===== config.mk =====
export PLATFORM = sky130hd
export DESIGN_NAME = instr_fetch_ras
export DESIGN_NICKNAME = d
export VERILOG_FILES = /design/src/rtl/instr_fetch_ras.sv
export SDC_FILE = /design/constraint.sdc
export NUM_CORES = 1
export LEC_CHECK = 0
export BUFFER_PORTS_ARGS = -buffer_cell sky130_fd_sc_hd__buf_2
export CAP_MARGIN = 30
export CORE_MARGIN = 1.5
export CORE_UTILIZATION = 50
export DETAILED_ROUTE_END_ITERATION = 6
export GPL_TIMING_DRIVEN = 1
export PLACE_DENSITY = 0.71
export REMOVE_ABC_BUFFERS = 1
export SKIP_CTS_REPAIR_TIMING = 1
export SLEW_MARGIN = 40
export SYNTH_ARGS = -nofsm -noshare
export SYNTH_HDL_FRONTEND = slang
export SYNTH_SLANG_ARGS = --single-unit

===== constraint.sdc =====
create_clock -name CLK -period 3.26 [get_ports CLK]
set_clock_uncertainty 0.05 [all_clocks]
set_input_delay 0.163 -clock CLK [delete_from_list [all_inputs] [get_ports CLK]]
set_output_delay 0.163 -clock CLK [all_outputs]
set_load 0.01 [all_outputs]

===== src/rtl/instr_fetch_ras.sv =====
// Instruction fetch unit: PC sequencing with page-relative branch/jump, CALL/RET through an
// internal return-address stack, pipeline stall and a terminal HALT state.
module instr_fetch_ras #(
    parameter int                ADDR_W    = 16,
    parameter int                DST_W     = 8,
    parameter int                RAS_DEPTH = 4,
    parameter logic [ADDR_W-1:0] RESET_PC  = '0
) (
    input  logic                          CLK,
    input  logic                          reset_ctrl_n,
    input  logic [DST_W-1:0]              dst_in,
    input  logic                          br_ctrl,
    input  logic                          zero_ctrl,
    input  logic                          jmp_ctrl,
    input  logic                          call_ctrl,
    input  logic                          ret_ctrl,
    input  logic                          halt_ctrl,
    input  logic                          stall_ctrl,
    output logic [ADDR_W-1:0]             instr_addr,
    output logic [$clog2(RAS_DEPTH):0]    ras_depth,
    output logic                          ras_ovf,
    output logic                          ras_unf,
    output logic                          halted
);

    localparam int PTR_W   = $clog2(RAS_DEPTH);
    localparam int DEPTH_W = PTR_W + 1;

    typedef enum logic {
        RUN,
        HALT
    } state_t;

    state_t            state;
    logic [ADDR_W-1:0] ras_mem [RAS_DEPTH];

    logic [ADDR_W-1:0] pc_inc;
    logic [ADDR_W-1:0] target;
    logic [ADDR_W-1:0] ras_top;
    logic [PTR_W-1:0]  top_idx;
    logic              ras_full;
    logic              ras_empty;

    // Target keeps the page of the incremented PC, so a branch on the last word of a page lands in the next page.
    always_comb begin
        pc_inc    = instr_addr + ADDR_W'(1);
        target    = {pc_inc[ADDR_W-1:DST_W], dst_in};
        top_idx   = PTR_W'(ras_depth - DEPTH_W'(1));
        ras_top   = ras_mem[top_idx];
        ras_full  = (ras_depth == DEPTH_W'(RAS_DEPTH));
        ras_empty = (ras_depth == '0);
    end

    always_ff @(posedge CLK or negedge reset_ctrl_n) begin
        if (!reset_ctrl_n) begin
            state      <= RUN;
            instr_addr <= RESET_PC;
            ras_depth  <= '0;
            ras_ovf    <= 1'b0;
            ras_unf    <= 1'b0;
            halted     <= 1'b0;
            for (int i = 0; i < RAS_DEPTH; i++) begin
                ras_mem[i] <= '0;
            end
        end else begin
            case (state)
                RUN: begin
                    if (!stall_ctrl) begin
                        if (halt_ctrl) begin
                            state  <= HALT;
                            halted <= 1'b1;
                        end else if (ret_ctrl) begin
                            if (!ras_empty) begin
                                instr_addr <= ras_top;
                                ras_depth  <= ras_depth - DEPTH_W'(1);
                            end else begin
                                instr_addr <= pc_inc;
                                ras_unf    <= 1'b1;
                            end
                        end else if (call_ctrl) begin
                            instr_addr <= target;
                            if (!ras_full) begin
                                ras_mem[ras_depth[PTR_W-1:0]] <= pc_inc;
                                ras_depth                     <= ras_depth + DEPTH_W'(1);
                            end else begin
                                ras_ovf <= 1'b1;
                            end
                        end else if (jmp_ctrl || (br_ctrl && zero_ctrl)) begin
                            instr_addr <= target;
                        end else begin
                            instr_addr <= pc_inc;
                        end
                    end
                end
                // Only reset leaves HALT; every control input is ignored here.
                HALT: begin
                    state  <= HALT;
                    halted <= 1'b1;
                end
                default: begin
                    state <= HALT;
                end
            endcase
        end
    end

endmodule


Word level (Yosys, flattened, before mapping)
Cells that the tools add are included.
Operators by class
  add/sub/neg operators: 3
  magnitude comparators: 3
  equality and inequality tests: 5
  multiplexer cells: 20
  bitwise gates (word level): 7
  reductions and logical operators: 11
Operators with widths (count)
  $mux W16: 5
  $bwmux W64: 1
  $bmux W16 S2: 1
  $demux W16 S2: 1
  $reduce_and A6 Y1: 3
  $add A16 B1 Y16 const B: 1
  $mux W8: 2
  $mux W3: 4
  $ne A2 B2 Y1 const B: 4
  $ge A3 B3 Y1 const B: 2
  $not A2 Y3: 2
  $not A1 Y1: 5
  $reduce_and A5 Y1: 1
  $mux W1: 4
  $pmux W1 S2: 2
  $add A3 B1 Y3 const B: 1
  $eq A3 B3 Y1 const B: 1
  $logic_not A3 Y1: 1
  $lt A3 B1 Y1 const B: 1
  $reduce_and A3 Y1: 1
  $sub A3 B1 Y3 const B: 1
  $logic_and A1 B1 Y1: 2
  $reduce_and A2 Y1: 1
  $reduce_bool A2 Y1: 1
  $logic_or A1 B1 Y1: 1
Storage, ports and cells
  register bits after elaboration: 87
  output and inout port bits: 22
  logic and storage cells: 59

Depth between registers and ports, before layout
Gate-level depths: netlist of run 1.
  depth after elaboration: 7
  mapped depth: 10
  gate-level depth less buffers: 7

Least setup slack after synthesis of run 1
Ideal clock, no wire load.
  path type: flip-flop to flip-flop
  start: register ras_depth[0]
  end: register instr_addr[12]
  setup time: 0.149 ns
  arrival: 2.362 ns
  data required time: 3.061 ns
  path slack: 0.699 ns
  cell stages (with the launch flop): 10
  buffers on the path: 4
  path through: dfrtp_1 buf_4 buf_4 inv_1 ha_1 buf_2 clkbuf_1 mux4_2 a22oi_1 o311ai_0
On the way
  word-level cells in the longest chain between the ends: 7
RTL lines
  start, declared: line 20  | output logic [$clog2(RAS_DEPTH):0] ras_depth,
  start signal, assigned: line 75  | ras_depth <= ras_depth - DEPTH_W'(1);
  start signal, assigned: line 84  | ras_depth <= ras_depth + DEPTH_W'(1);
  $sub A3 B1 Y3
  net top_idx[0]: line 40  | logic [PTR_W-1:0] top_idx;
  $not A2 Y3 (implied by the code): line 49  | ras_top = ras_mem[top_idx];
  $bmux W16 S2: line 49
  $mux W16 (implied by the code) (2 in a row): line 49
  $mux W16: line 73  | if (!ras_empty) begin
  $mux W16: line 72  | end else if (ret_ctrl) begin
  end signal, assigned: line 74  | instr_addr <= ras_top;
  end signal, assigned: line 77  | instr_addr <= pc_inc;
  end signal, assigned: line 81  | instr_addr <= target;
  end, declared: line 19  | output logic [ADDR_W-1:0] instr_addr,
The timed path passes the listed nets, and every way through them passes these cells. The select of a mux whose other input is x is not followed.
A chain may end at the register's enable or synchronous reset.

Worst setup path after layout of run 1
  start: register ras_depth[1]
  end: register instr_addr[8]
On the way
  word-level cells in the longest chain between the ends: 7
RTL lines (line)
  $sub A3 B1 Y3
  $not A2 Y3 (implied by the code): 49
  $bmux W16 S2: 49
  $mux W16 (implied by the code) (2 in a row): 49
  $mux W16 *: 73
  $mux W16 *: 72
Mark *: on every way between the ends. The rest lies on a longest branch, timed or not. The select of a mux whose other input is x is not followed.

==> summary.txt, run 1 <==
Critical path
  • Critical Path End: instr_addr[8]
  • Critical path class: reg2reg
  • Reg2Reg Depth: 7
  • Worst-path maximum fanout: 12
  • CP startpoint kind: flip-flop
  • Worst r2r src: ras_depth[1]
  • Cell family with most CP delay: adder cells
  • Flop2flop setup slack: 930 ps
  • RR Endpoint: instr_addr[8]
  • Data arrival time of the worst path: 2520 ps
  • Buf/Inv on CP: 2
  • CP peak stage delay: 700 ps
  • Critical Path Stages: 7
  • CP Launch Point: ras_depth[1]
  • Setup crit end kind: flip-flop
  • WP data required: 3460 ps
  • Chain of cells forming the critical path: inv_1, ha_1, buf_4, mux4_2, o21ai_0, a21oi_1, a21o_1
  • Slowest CP cell: ha_1

Route
  • Vias per cell: 5.744
  • First-pass DRT Iterations: 4
  • Vias: 3125
  • 1st-iter DRT viols: 227
  • WL per Instance: 16.99 um
  • DRC violations left: 0
  • Routed WL: 9.245 mm
  • Post-DRT Antenna Nets: 0

GRT
  • Antenna violations before repair: 0
  • Vias in the first global route: 3011
  • Gr ovfl total: 0
  • First-pass GRT wire length: 15.06 mm
  • Largest net degree at the start of global routing: 88
  • Total GRT Usage: 0.2241

Synthesis
  • Post-synth EDFFs: 0
  • YS warnings: 0
  • Ys async rst share: 1.000
  • Synth Area per Inst: 10.59 sq um
  • Leading area contributor after synthesis: dfrtp_1
  • Synth Instances: 399
  • Share of the synthesized area in the top cell type: 0.5154
  • Top FF cell, synth: dfrtp_1
  • Sequential area share after synthesis: 0.5154
  • Main area contributors after synthesis: dfrtp_1, o21ai_0, mux4_2
  • Post-Syn Area: 4224 sq um
  • #FFs+latches synth: 87
  • Synth cell types: 50

Power
  • Net Sw Power: 717.4 uW
  • Pint: 1.691 mW
  • Final Power: 2.408 mW
  • VDD IR max: 0.0003171 V
  • Cell area power density: 513.4 nW/um^2
  • Sequential power share: 0.495
  • Clk pwr share: 0.312
  • Comb pwr share: 0.193
  • Sw Share: 0.2979
  • Lkg Pwr: 2.059 nW

Placed design
  • DP HPWL: 6.229 mm
  • Pre-CTS setup slack: 977.1 ps
  • Final Wtd Congestion: 0.8300
  • Port bufs: 38

Floorplanning
  • Top-Level Pins: 39
  • Die W: 94.92 um
  • Core area: 8217 sq um
  • # rows: 33
  • Initial core utilization: 0.5141
  • Die ar.: 9009 sq um
  • Die Span Y: 94.92 um

Clock network
  • Total CTS buffers: 9
  • CTS Buffer Depth: 2
  • Clock transition at path regs: 90 ps
  • Htree depth: 3
  • Clock root cell: clkbuf_8
  • Count of clock tree sinks: 87
  • CTS tree: built
  • Clk_lat worst skew: 350 ps

Timing
  • Slew @ Worst Pin: 682.1 ps
  • Setup-violating endpoint count in the final report: 0
  • Hold Vio Cnt, Final: 0
  • Highest clock rate: 429.7 MHz
  • Fraction of the cycle the final worst path needs: 0.7138
  • Final Max Slew Viols: 0
  • Sum Neg Setup Slack: 0 ps
  • Slew headroom: 0.5453
  • Crit path time final: 2327 ps
  • Unrepaired setup endpoints after global routing: no
  • Final hold slack: 10.45 ps
  • Worst setup margin: 933.0 ps

Status
  • Status: finished, final reports clean

Cells and area
  • Share of cells above drive strength 1: 0.2050
  • Filler cell count: 695
  • Nets: 457
  • N_diodes: 0
  • Area grow syn2layout: 11.05%

Worst hold path
  • Tightest Hold Check Type: in2reg

Run
  • Number of max-cap violations: 0
## worst register-to-register path: cells and delay by family (launching register included)
family / cells / cell delay, ps
AO/OA/AOI/OAI: 3 / 390
adder cells (fa/ha/maj): 1 / 700
buffers and inverters: 2 / 390
flip-flops: 1 / 400
multiplexers: 1 / 290
## metal layers
metal	up-vias	global-route usage	share of wire
met5	-	0	0
met4	0	0.1045	0.026
met3	21	0.02496	0.052
met2	86	0.3369	0.46
met1	1525	0.3257	0.46
li1	1493	-	-
## worst min path at each step
| stage | start | end | slack [ps] | cells past startpoint |
|---|---|---|---|---|
| floorplan | reset_ctrl_n | halted | -180 | 0 |
| global placement | halt_ctrl | state | 370 | 2 |
| detailed placement | reset_ctrl_n | halted | 220 | 1 |
| CTS | reset_ctrl_n | halted | -170 | 1 |
| global route | halt_ctrl | state | 10 | 2 |
| finish | halt_ctrl | state | 10 | 2 |
## state kept, by name, indices dropped and copies added (netlist names)
signal	cells
instr_addr	16
state	1
ras_mem	64
ras_depth	3
ras_unf	1
ras_ovf	1
halted	1
## cell families (layout without fill, tap and decap cells)
| family | Yosys count | count (layout) | share of synthesized area |
|---|---|---|---|
| compound gates | 108 | 108 | 0.1487 |
| fa+ha+maj | 6 | 6 | 0.01777 |
| simple gates | 130 | 130 | 0.1434 |
| mux | 22 | 22 | 0.1019 |
| buf+inv | 29 | 69 | 0.03762 |
| flops | 87 | 87 | 0.5154 |
| xor+xnor | 17 | 17 | 0.03525 |
## stage by stage
step	util	area (sq um)	cells
final	0.5709	4691	544
after global routing	0.5709	4691	544
after CTS	0.5694	4678	543
after detailed placement	0.5452	4479	527
after global placement	0.5447	4476	527
after floorplan	-	4084	375
## power by group through the flow
stage          clock network [mW]  registers [mW]  logic, mW
4_1_cts                     0.770            1.19      0.465
5_1_grt                     0.813            1.20      0.506
2_1_floorplan                   0            1.24      0.254
3_5_place_dp                    0            1.21      0.462
6_report                    0.751            1.19      0.464
3_3_place_gp                    0            1.21      0.459
## cell usage after synthesis (2+ instances only)
| library cell | count |
|---|---|
| a22oi_1 | 6 |
| a221oi_1 | 3 |
| o221ai_1 | 2 |
| nand3b_1 | 2 |
| dfrtp_1 | 87 |
| a21oi_1 | 10 |
| o22ai_1 | 2 |
| buf_4 | 4 |
| ha_1 | 6 |
| nor2_1 | 14 |
| clkbuf_1 | 13 |
| inv_1 | 5 |
| buf_2 | 4 |
| nor3_1 | 4 |
| nor4_1 | 2 |
| xnor2_1 | 8 |
| a211o_1 | 2 |
| a21o_1 | 2 |
| o311ai_0 | 2 |
| clkbuf_8 | 3 |
| nand3_1 | 15 |
| o21ai_0 | 71 |
| mux2_2 | 5 |
| mux4_2 | 15 |
| nand2_1 | 74 |
| xor2_1 | 9 |
| nand4_1 | 2 |
| or3_1 | 4 |
| nand2b_1 | 2 |
## cell usage in the layout (no fill, tap or decap), types with 3 or more instances in the layout
cell type / netlist / layout
clkbuf_8: 3 / 11
inv_1: 5 / 5
dfrtp_1: 87 / 87
o21ai_0: 71 / 71
xnor2_1: 8 / 8
mux2_2: 5 / 5
mux4_2: 15 / 15
xor2_1: 9 / 9
a221oi_1: 3 / 3
ha_1: 6 / 6
buf_4: 4 / 9
nand2_1: 74 / 74
a22oi_1: 6 / 6
nor2_1: 14 / 14
nor3_1: 4 / 4
nand3_1: 15 / 15
or3_1: 4 / 4
a21oi_1: 10 / 10
buf_2: 4 / 37
## final cells by class
cell class | count | area, sq um | share of cell area
clock inverter | 5 | 57.56 | 0.01227
clock buffer | 11 | 141.4 | 0.03014
timing repair buffer | 48 | 276.5 | 0.05895
sequential | 87 | 2177 | 0.4641
tap | 105 | 131.4 | 0.02801
inverter | 5 | 18.77 | 0.004001
multi-input combinational | 283 | 1888 | 0.4025
No activity file was read; power rests on OpenSTA's default activity.
==> inputs of run 2 (changes only) <==
clock period = 2.2 ns   (was 3.26 ns; I/O delays follow)
==> run 2 against run 1 <==
  * Wire length is 2.5% higher
  * Non-clock buffer count is 9 higher
  * Critical path depth stayed put
  * Register-to-register slack worse by 740 ps
  * Cell area is 1.6% higher
  * Via count is 1.7% higher
  * Critical path type unchanged
  * Largest power group unchanged
  * Sequential power is 46% higher
  * First-iteration DRC count is 21% lower
  * Clock power is 37% higher
  * Flip-flop and latch count stayed put
  * Worst hold slack worse by 6.7 ps
==> summary.txt, run 2 (same netlist as run 1, synthesis figures left out) <==
Status
  • Status: finished, final reports clean

Power
  • VDD IR max: 0.0004796 V (+51%)
  • Cell area power density: 747.3 nW/um^2 (+46%)
  • Lkg Pwr: 2.088 nW (+1.4%)
  • Final Power: 3.562 mW (+48%)

Floorplanning
  • Die W: 94.92 um (unchanged)
  • # rows: 33 (unchanged)
  • Top-Level Pins: 39 (unchanged)
  • Die Span Y: 94.92 um (unchanged)
  • Core area: 8217 sq um (unchanged)
  • Die ar.: 9009 sq um (unchanged)
  • Initial core utilization: 0.5141 (unchanged)

Clock network
  • CTS Buffer Depth: 2 (unchanged)
  • Clk_lat worst skew: 350 ps (about the same)
  • Count of clock tree sinks: 87 (unchanged)
  • Clock root cell: clkbuf_8
  • CTS tree: built
  • Clock transition at path regs: 90 ps (about the same)
  • Htree depth: 3 (unchanged)
  • Total CTS buffers: 9 (unchanged)

Cells and area
  • Nets: 466 (+2.0%)
  • Share of cells above drive strength 1: 0.2232 (+0.01820)
  • Max reg flops: 64 (unchanged)
  • Commonest non-fill, non-tap cell in the layout: dfrtp_1
  • Area grow syn2layout: 12.83%
  • Most frequent cells in the layout: dfrtp_1, nand2_1, o21ai_0, buf_2, buf_4
  • N_diodes: 0 (unchanged)
  • Largest regs: ras_mem (64), instr_addr (16), ras_depth (3)
  • Most flop-heavy register: ras_mem
  • Filler cell count: 697 (+0.29%)
  • Final Cell Area: 4766 sq um (+1.6%)

GRT
  • Largest net degree at the start of global routing: 52 (-41%)
  • First-pass GRT wire length: 15.90 mm (+5.5%)
  • Vias in the first global route: 3212 (+6.7%)
  • Antenna violations before repair: 0 (unchanged)
  • Gr ovfl total: 0 (unchanged)
  • Total GRT Usage: 0.2337 (+0.009609)

Worst hold path
  • Tightest Hold Check Type: in2reg
  • Hold wc startpoint: stall_ctrl

Placed design
  • Area post-placement: 4561 sq um (+1.8%)
  • Port bufs: 38 (unchanged)
  • Final Wtd Congestion: 0.8361 (+0.73%)
  • DP HPWL: 6.543 mm (+5.0%)

Critical path
  • Worst-path maximum fanout: 6 (-6)
  • WP data required: 2450 ps (-1010 ps)
  • Data arrival time of the worst path: 2250 ps (-270 ps)
  • Critical path class: reg2reg
  • CP Launch Point: ras_depth[1]
  • Worst r2r src: ras_depth[1]
  • Setup crit end kind: flip-flop
  • CP startpoint kind: flip-flop

Route
  • Post-DRT Antenna Nets: 0 (unchanged)
  • First-pass DRT Iterations: 5 (+1)
  • 1st-iter DRT viols: 180 (-21%)
  • Met2 WL post-DR: 4.556 mm (+6.4%)
  • WL per Instance: 17.14 um (+0.85%)
  • Routed wl met3: 578 um (+20%)
  • Vias: 3177 (+1.7%)
  • Max Used Layer: met4
  • Vias per cell: 5.745 (about the same)
  • Met1 wire length: 4.187 mm (-1.3%)
  • Routed WL: 9.478 mm (+2.5%)
  • DRC violations left: 0 (unchanged)

Timing
  • Slew headroom: 0.6840 (+0.1387)
  • Fraction of the cycle the final worst path needs: 0.9113 (+0.1975)
  • Setup-violating endpoint count in the final report: 0 (unchanged)
  • Final Max Slew Viols: 0 (unchanged)
  • Highest clock rate: 498.8 MHz (+16%)
  • Unrepaired setup endpoints after global routing: no
  • Crit path time final: 2005 ps (-322.2 ps)
  • Slew @ Worst Pin: 472.3 ps (-209.8 ps)
  • Hold Vio Cnt, Final: 0 (unchanged)

Run
  • Number of max-cap violations: 0 (unchanged)
run 2: cell types whose count changed in the layout (fill, tap and decap cells not counted), sizes merged, moves of 2 or more:
cell,previous run,this run
clkinvlp,0,3
clkbuf,12,10
clkinv,4,2
buf,46,55
run 2: through the flow:
stage                     cells  setup WS (ps)  setup TNS, ps  hold WS, ps  utilization
after floorplan             375         -589.2         -31320       -235.6            -
after global placement      535          293.6              0        50.60       0.5550
after detailed placement    535          142.2              0        48.40       0.5550
after CTS                   551          130.0              0       -341.5       0.5773
after global routing        553          14.57              0        9.765       0.5800
final                       553          195.2              0        3.797       0.5800
run 2: final cells by class:
cell class	instances	area, sq um	area share
multi-input combinational	283	1891	0.3967
clock buffer	10	137.6	0.02888
inverter	5	18.77	0.003938
tap	105	131.4	0.02757
timing repair buffer	57	365.4	0.07666
sequential	87	2177	0.4568
clock inverter	6	45.04	0.009451
run 2: layer usage:
| metal | global-route usage | vias to the layer above |
|---|---|---|
| li1 | - | 1505 |
| met1 | 0.3286 | 1560 |
| met2 | 0.3512 | 98 |
| met3 | 0.05475 | 14 |
| met4 | 0.09080 | 0 |
| met5 | 0 | - |
run 2: worst max-delay path, cell delays in order (launching register included):
cell      delay [ps]
dfrtp_1          420
inv_1            140
ha_1             230
and2b_1          190
nand2b_1         260
nand2_1          200
or3_1            380
nand3_1           90
run 2: where the power goes:
group          total [mW]  switching [mW]  internal (mW)  leakage [nW]
Combinational       0.785           0.457          0.328         0.846
Sequential           1.74          0.0740           1.67          1.16
Clock                1.03           0.590          0.445        0.0849
Total                3.56            1.12           2.44          2.09
run 2: path summary, 6_finish.rpt:
path                            slack (ps)  cells after the start        endpoint
worst min-delay path                     4                      3           state
worst max-delay path                   200                      7  instr_addr[13]
max in group asynchronous             1280                      3         ras_unf
worst max register to register         200                      7  instr_addr[13]
worst min register to register         430                      1          halted
min in group asynchronous              200                      2     ras_mem[16]
